==> config.mk <==
export PLATFORM = sky130hd
export DESIGN_NAME = ram_arbiter_flat
export DESIGN_NICKNAME = d
export VERILOG_FILES = /design/src/rtl/cpu_types_pkg.sv /design/src/rtl/ram_arbiter_if.sv /design/src/rtl/arb_timeout_cnt.sv /design/src/rtl/ram_arbiter.sv /design/src/flat_wrapper.sv
export SDC_FILE = /design/constraint.sdc
export NUM_CORES = 1
export LEC_CHECK = 0
export ABC_CLOCK_PERIOD_IN_PS = 1800
export CAP_MARGIN = 20
export CORE_MARGIN = 1
export CORE_UTILIZATION = 37
export DETAILED_ROUTE_END_ITERATION = 16
export GPL_ROUTABILITY_DRIVEN = 0
export GPL_TIMING_DRIVEN = 0
export PLACE_DENSITY_LB_ADDON = 0.15
export REMOVE_ABC_BUFFERS = 1
export SLEW_MARGIN = 25
export SYNTH_ARGS = -nofsm -noshare
export SYNTH_HDL_FRONTEND = slang
export SYNTH_SLANG_ARGS = --single-unit
==> constraint.sdc <==
create_clock -name CLK -period 1.8 [get_ports CLK]
set_input_delay 0.18 -clock CLK [delete_from_list [all_inputs] [get_ports CLK]]
set_output_delay 0.18 -clock CLK [all_outputs]
set_load 0.02 [all_outputs]
==> src/rtl/cpu_types_pkg.sv <==
// Shared CPU memory-system types: data word, RAM status codes, arbiter
// states and the poison word returned when a RAM access is aborted.
package cpu_types_pkg;

  typedef logic [31:0] word_t;

  // RAM status as reported by the variable-latency RAM block
  typedef logic [1:0] ramstate_t;
  localparam ramstate_t FREE   = 2'd0;
  localparam ramstate_t BUSY   = 2'd1;
  localparam ramstate_t ACCESS = 2'd2;
  localparam ramstate_t ERROR  = 2'd3;

  // Arbiter sequencing states
  typedef logic [1:0] arb_state_t;
  localparam arb_state_t IDLE   = 2'd0;
  localparam arb_state_t IGRANT = 2'd1;
  localparam arb_state_t DGRANT = 2'd2;
  localparam arb_state_t DONE   = 2'd3;

  // Load value handed back when an access times out or the RAM errors
  localparam word_t BADWORD_DEFAULT = 32'hBAD1BAD1;

endpackage

==> src/rtl/ram_arbiter_if.sv <==
// Bundle of the instruction port, data port and RAM-side signals of the
// RAM arbiter. The arbiter uses the slave modport; the surrounding
// datapath/cache and RAM use the master modport.
interface ram_arbiter_if;
  import cpu_types_pkg::*;

  logic      iREN;
  word_t     iaddr;
  word_t     iload;
  logic      iwait;
  logic      dREN;
  logic      dWEN;
  word_t     daddr;
  word_t     dstore;
  word_t     dload;
  logic      dwait;
  logic      ramREN;
  logic      ramWEN;
  word_t     ramaddr;
  word_t     ramstore;
  word_t     ramload;
  ramstate_t ramstate;
  logic      memerr;

  modport slave (
    input  iREN, iaddr, dREN, dWEN, daddr, dstore, ramload, ramstate,
    output iload, iwait, dload, dwait, ramREN, ramWEN, ramaddr, ramstore,
           memerr
  );

  modport master (
    output iREN, iaddr, dREN, dWEN, daddr, dstore, ramload, ramstate,
    input  iload, iwait, dload, dwait, ramREN, ramWEN, ramaddr, ramstore,
           memerr
  );

endinterface

==> src/rtl/arb_timeout_cnt.sv <==
// Grant-length counter for the RAM arbiter: cleared outside a grant,
// counts every grant cycle and flags the last cycle allowed before abort.
module arb_timeout_cnt #(
  parameter int TIMEOUT = 64
) (
  input  logic clk,
  input  logic rst,
  input  logic clear,
  input  logic enable,
  output logic tc
);

  localparam int CW = $clog2(TIMEOUT);

  logic [CW-1:0] count;

  // Count grant cycles; clear has priority so every grant starts at zero
  always_ff @(posedge clk) begin
    if (rst || clear) begin
      count <= '0;
    end else if (enable) begin
      count <= count + 1'b1;
    end
  end

  assign tc = (count == CW'(TIMEOUT - 1));

endmodule

==> src/rtl/ram_arbiter.sv <==
// Two-requester arbiter/sequencer in front of the single-port RAM.
// Instruction fetch (read-only) and data access (read/write) share the RAM;
// a granted request is held on the RAM pins until ACCESS, ERROR or timeout,
// followed by a one-cycle DONE bubble with the RAM enables low.
// Optional: define RAM_ARB_RR_EN for round-robin arbitration between the
// two requesters; otherwise data always wins over instruction.
module ram_arbiter
  import cpu_types_pkg::*;
#(
  parameter int    TIMEOUT = 64,
  parameter word_t BADWORD = BADWORD_DEFAULT
) (
  input  logic          CLK,
  input  logic          RST,
  ram_arbiter_if.slave  bus
);

  arb_state_t state;
  logic       in_grant;
  logic       access;
  logic       abort;
  logic       finish;
  logic       i_fin;
  logic       d_fin;
  logic       i_deliver;
  logic       d_deliver;
  logic       d_req;
  logic       pick_d;
  logic       pick_i;
  logic       tc;
  word_t      result;
  word_t      iload_q;
  word_t      dload_q;

  arb_timeout_cnt #(
    .TIMEOUT (TIMEOUT)
  ) u_timeout (
    .clk    (CLK),
    .rst    (RST),
    .clear  (!in_grant),
    .enable (in_grant),
    .tc     (tc)
  );

`ifdef RAM_ARB_RR_EN
  // High when the data port was granted most recently
  logic last_d;

  // Remember who was served last so simultaneous requests alternate
  always_ff @(posedge CLK) begin
    if (RST) begin
      last_d <= 1'b0;
    end else if (state == IDLE) begin
      if (pick_d) begin
        last_d <= 1'b1;
      end else if (pick_i) begin
        last_d <= 1'b0;
      end
    end
  end

  // On a tie, favour the requester that was not served last
  always_comb begin
    pick_d = d_req && (!bus.iREN || !last_d);
    pick_i = bus.iREN && !pick_d;
  end
`else
  // Fixed priority: data always beats instruction
  always_comb begin
    pick_d = d_req;
    pick_i = bus.iREN && !d_req;
  end
`endif

  // Completion decode; ACCESS wins over a coincident terminal count
  always_comb begin
    d_req     = bus.dREN || bus.dWEN;
    in_grant  = (state == IGRANT) || (state == DGRANT);
    access    = in_grant && (bus.ramstate == ACCESS);
    abort     = in_grant && !access && ((bus.ramstate == ERROR) || tc);
    finish    = access || abort;
    result    = abort ? BADWORD : bus.ramload;
    i_fin     = (state == IGRANT) && finish;
    d_fin     = (state == DGRANT) && finish;
    i_deliver = i_fin && bus.iREN;
    d_deliver = d_fin && d_req && (abort || !bus.ramWEN);
  end

  assign bus.iwait = bus.iREN && !i_fin;
  assign bus.dwait = d_req && !d_fin;
  assign bus.iload = i_deliver ? result : iload_q;
  assign bus.dload = d_deliver ? result : dload_q;

  // Main sequencer: latch the winning request onto the RAM pins, hold it
  // until the access completes, then drop everything for a DONE bubble
  always_ff @(posedge CLK) begin
    if (RST) begin
      state        <= IDLE;
      bus.ramREN   <= 1'b0;
      bus.ramWEN   <= 1'b0;
      bus.ramaddr  <= '0;
      bus.ramstore <= '0;
      bus.memerr   <= 1'b0;
      iload_q      <= '0;
      dload_q      <= '0;
    end else begin
      if (i_deliver) begin
        iload_q <= result;
      end
      if (d_deliver) begin
        dload_q <= result;
      end
      case (state)
        IDLE: begin
          if (pick_d) begin
            state        <= DGRANT;
            bus.ramaddr  <= bus.daddr;
            bus.ramstore <= bus.dstore;
            bus.ramWEN   <= bus.dWEN;
            bus.ramREN   <= bus.dREN && !bus.dWEN;
            if (bus.dREN && bus.dWEN) begin
              bus.memerr <= 1'b1;
            end
          end else if (pick_i) begin
            state        <= IGRANT;
            bus.ramaddr  <= bus.iaddr;
            bus.ramstore <= '0;
            bus.ramWEN   <= 1'b0;
            bus.ramREN   <= 1'b1;
          end
        end
        IGRANT, DGRANT: begin
          if (finish) begin
            state        <= DONE;
            bus.ramREN   <= 1'b0;
            bus.ramWEN   <= 1'b0;
            bus.ramaddr  <= '0;
            bus.ramstore <= '0;
            if (abort) begin
              bus.memerr <= 1'b1;
            end
          end
        end
        DONE: begin
          state <= IDLE;
        end
        default: begin
          state <= IDLE;
        end
      endcase
    end
  end

endmodule

==> src/flat_wrapper.sv <==
// flat-port wrapper written by rule: the top's interface ports become plain ports
module ram_arbiter_flat import cpu_types_pkg::*;
#(
  parameter int    TIMEOUT = 64,
  parameter word_t BADWORD = BADWORD_DEFAULT
)
  (CLK, RST, bus_iREN, bus_iaddr, bus_dREN, bus_dWEN, bus_daddr, bus_dstore, bus_ramload, bus_ramstate, bus_iload, bus_iwait, bus_dload, bus_dwait, bus_ramREN, bus_ramWEN, bus_ramaddr, bus_ramstore, bus_memerr);
  ram_arbiter_if bus_i ();
  input  logic CLK;
  input  logic RST;
  input wire logic [$bits(bus_i.iREN)-1:0] bus_iREN;
  input wire logic [$bits(bus_i.iaddr)-1:0] bus_iaddr;
  input wire logic [$bits(bus_i.dREN)-1:0] bus_dREN;
  input wire logic [$bits(bus_i.dWEN)-1:0] bus_dWEN;
  input wire logic [$bits(bus_i.daddr)-1:0] bus_daddr;
  input wire logic [$bits(bus_i.dstore)-1:0] bus_dstore;
  input wire logic [$bits(bus_i.ramload)-1:0] bus_ramload;
  input wire logic [$bits(bus_i.ramstate)-1:0] bus_ramstate;
  output wire logic [$bits(bus_i.iload)-1:0] bus_iload;
  output wire logic [$bits(bus_i.iwait)-1:0] bus_iwait;
  output wire logic [$bits(bus_i.dload)-1:0] bus_dload;
  output wire logic [$bits(bus_i.dwait)-1:0] bus_dwait;
  output wire logic [$bits(bus_i.ramREN)-1:0] bus_ramREN;
  output wire logic [$bits(bus_i.ramWEN)-1:0] bus_ramWEN;
  output wire logic [$bits(bus_i.ramaddr)-1:0] bus_ramaddr;
  output wire logic [$bits(bus_i.ramstore)-1:0] bus_ramstore;
  output wire logic [$bits(bus_i.memerr)-1:0] bus_memerr;
  assign bus_i.iREN = bus_iREN;
  assign bus_i.iaddr = bus_iaddr;
  assign bus_i.dREN = bus_dREN;
  assign bus_i.dWEN = bus_dWEN;
  assign bus_i.daddr = bus_daddr;
  assign bus_i.dstore = bus_dstore;
  assign bus_i.ramload = bus_ramload;
  assign bus_i.ramstate = bus_ramstate;
  assign bus_iload = bus_i.iload;
  assign bus_iwait = bus_i.iwait;
  assign bus_dload = bus_i.dload;
  assign bus_dwait = bus_i.dwait;
  assign bus_ramREN = bus_i.ramREN;
  assign bus_ramWEN = bus_i.ramWEN;
  assign bus_ramaddr = bus_i.ramaddr;
  assign bus_ramstore = bus_i.ramstore;
  assign bus_memerr = bus_i.memerr;
  ram_arbiter #(.TIMEOUT(TIMEOUT), .BADWORD(BADWORD)) u_core (.CLK(CLK), .RST(RST), .bus(bus_i));
endmodule
==> flow_summary_export.csv <==
group,metric,value,unit
layout,instances_no_fill,1227,
timing,maxSlewViolCount,0,
timing,hold-worst-slack,0.223,ns
placement,place_hpwl,11800,um
power,p_leak,4.52,nW
timing,skew,0.00648,ns
synth,ys_warn_count,0,
power,fin_total_pwr,14.6,mW
placement,dpl_cell_area,0.00864,mm2
synth,synth.distinct_cells,37,
routing,detail-route-antenna-nets,0,
clocking,cts_htree_levels,4,
synth,synth.ff_latch_count,139,
setup_path,cp_cell_sequence,"inv_2, ha_4, and3_4, nand2_8, nor2_4, buf_12, a22o_1, buf_6",
routing,drt-initial-drc-count,384,
grt,track_usage,27.0,%
floorplan,dieWidth,127,um
power,ir_drop,0.887,mV
clocking,clock_latency,0.42,ns
clocking,clk_pin_slew,0.06,ns
outcome,violations,"setup timing",
routing,vias_per_cell,5.28,
synth,synth_edf_count,0,
synth,async_flop_share,0,%
setup_path,crit_required,1.62,ns
routing,drt_first_pass_iters,4,
synth,yosysMostFrequentCell,"dfxtp_1",
clocking,clockRootBuffer,"clkbuf_16",
layout,utilization,73.0,%
setup_path,rr_worst_depth,11,
clocking,clock_path_buffers,2,
grt,grt-ovfl-total,0,
floorplan,core-area,0.0153,mm2
worst_hold_path,hold_path.class,"in -> reg",
synth,netlist_top_cells_area,"dfxtp_1, a22o_1, a21oi_1, nand2_1, nor3_1",
floorplan,fp-row-count,45,
setup_path,crit_slowest_cell,"dfxtp_2",
floorplan,die_y,127,um
layout,finalNetCount,1142,
synth,synth_common_cells,"dfxtp_1, nand2_1, a21oi_1",
synth,yosysTopAreaCell,"dfxtp_1",
floorplan,io_pins,268,
worst_hold_path,whs_path_depth,3,
layout,diodes,0,
floorplan,start_util,38.0,%
layout,fin_area,0.0111,mm2
placement,dp.cells,1113,
layout,layout-drive-gt1-share,32.0,%
timing,slew_headroom,54.6,%
job,cap_violations,0,
grt,grt_first_pass_wirelength,33700,um
setup_path,worst_setup_path_end_kind,"output port",
timing,clock.fmax,426,MHz
clocking,cts_tree,"done",
placement,port_buffers,267,
grt,grt_max_degree,50,
grt,antenna_found_initial,0,
synth,syn_area,0.00579,mm2
placement,post-place-ws,-2.59,ns
synth,yosysTopAreaCellShare,48.0,%
outcome,run_status,"finished, violations left",
timing,finalWorstSetupSlack,-0.545,ns
grt,grt_pass1_vias,6252,
synth,postSynthAreaPerCell,8.46,um2
routing,totalWireLength,23400,um
synth,synth_ff_type,"dfxtp_1",
clocking,cts_hold_buffers,0,
layout,area_delta_synth_final,92.2,%
routing,wl_per_cell,19.1,um
clocking,cts_sinks,139,
timing,hold_viol_final,0,
setup_path,crit_fanout,7,
setup_path,critPathLaunchType,"register",
floorplan,die_area,0.0162,mm2
timing,rsz0062_at_grt,"true",
routing,num_vias,6477,
setup_path,critical_path_class,"reg -> out",
timing,timing.final.crit_share,130,%
clocking,cts_buffers,17,
synth,yosysSeqAreaShare,48.0,%
routing,route.detailed.drc,0,
timing,setup_viol,136,
setup_path,arrival,2.16,ns
timing,tns,-40.97,ns
setup_path,cpPeakStageDelay,0.36,ns
timing,tightestPinTransition,0.681,ns
power,powerDensity,1310,mW/mm2
timing,finalCriticalPeriod,2.34,ns
synth,synthCells,685,
-- cell families after synthesis --
family / share of synthesized area, %
AOI/OAI and AO/OA: 27.4
xor gates and xnor gates: 0.605
buffers and inverters: 5.10
and+or+nand+nor: 18.0
DFF: 48.0
adders and majority gates: 0.864
-- placed cells by master, fill, tap and decap left out, drive strengths merged, types with 28 or more instances in the layout --
cell	count
a22o	61
buf	133
nand2	100
a21o	33
o21ai	50
dfxtp	139
nor2	47
clkbuf	28
a21oi	86
clkdlybuf4s50	195
nor3	76
-- path summary, 6_finish.rpt --
kind                                                from                                     end  slack (ns)
setup / recovery            u_core.state[0]$_SDFFE_PP0P_                           bus_iload[14]       -0.54
hold / removal                           bus_ramstate[0]           u_core.dload_q[16]$_SDFF_PP0_        0.22
setup reg to reg            u_core.state[0]$_SDFFE_PP0P_           u_core.iload_q[30]$_SDFF_PP0_       -0.36
hold reg to reg   u_core.u_timeout.count[0]$_SDFFE_PP0N_  u_core.u_timeout.count[0]$_SDFFE_PP0N_        0.45
-- flip-flops by register name, summed over array words and instances (netlist names) --
| register | cells |
|---|---|
| u_core.dload_q | 32 |
| u_core.bus.ramaddr | 32 |
| u_core.bus.ramWEN | 1 |
| u_core.bus.memerr | 1 |
| u_core.iload_q | 32 |
| u_core.state | 2 |
| u_core.u_timeout.count | 6 |
| u_core.bus.ramstore | 32 |
| u_core.bus.ramREN | 1 |
-- final cells by class --
class,instances,area (um2)
clock buffer,22,474
tap,211,264
multi-input combinational,501,3930
clock inverter,10,90.1
timing repair buffer,338,3560
sequential,139,2790
inverter,6,22.5
fill,1157,4120
-- worst max-delay path: cells and delay by family (launching register included) --
kind            cells  cell delay [ns]
fa+ha+maj           1             0.30
flops               1             0.36
compound gates      1             0.18
buf+inv             3             0.34
simple gates        3             0.57
-- where the power goes --
part	switching (mW)	internal [mW]	leakage (nW)
sequential	0.374	3.72	1.13
clock	1.36	2.01	0.273
combinational	3.76	3.37	3.11
total	5.49	9.10	4.52
-- per-layer routing --
layer | global-route usage (%) | routed length [um]
met1 | 33.4 | 9540
met2 | 44.8 | 11500
met3 | 7.41 | 1940
met4 | 10.3 | 377
met5 | 0 | 0
-- timing repair --
item | in CTS | in global routing
gates resized for setup | 501 | 141
buffers inserted | 34 | 24
setup endpoints to repair | 198 | 154
pin swaps | 56 | 97
cloned | 18 | 10
No activity file was read; power rests on OpenSTA's default activity.
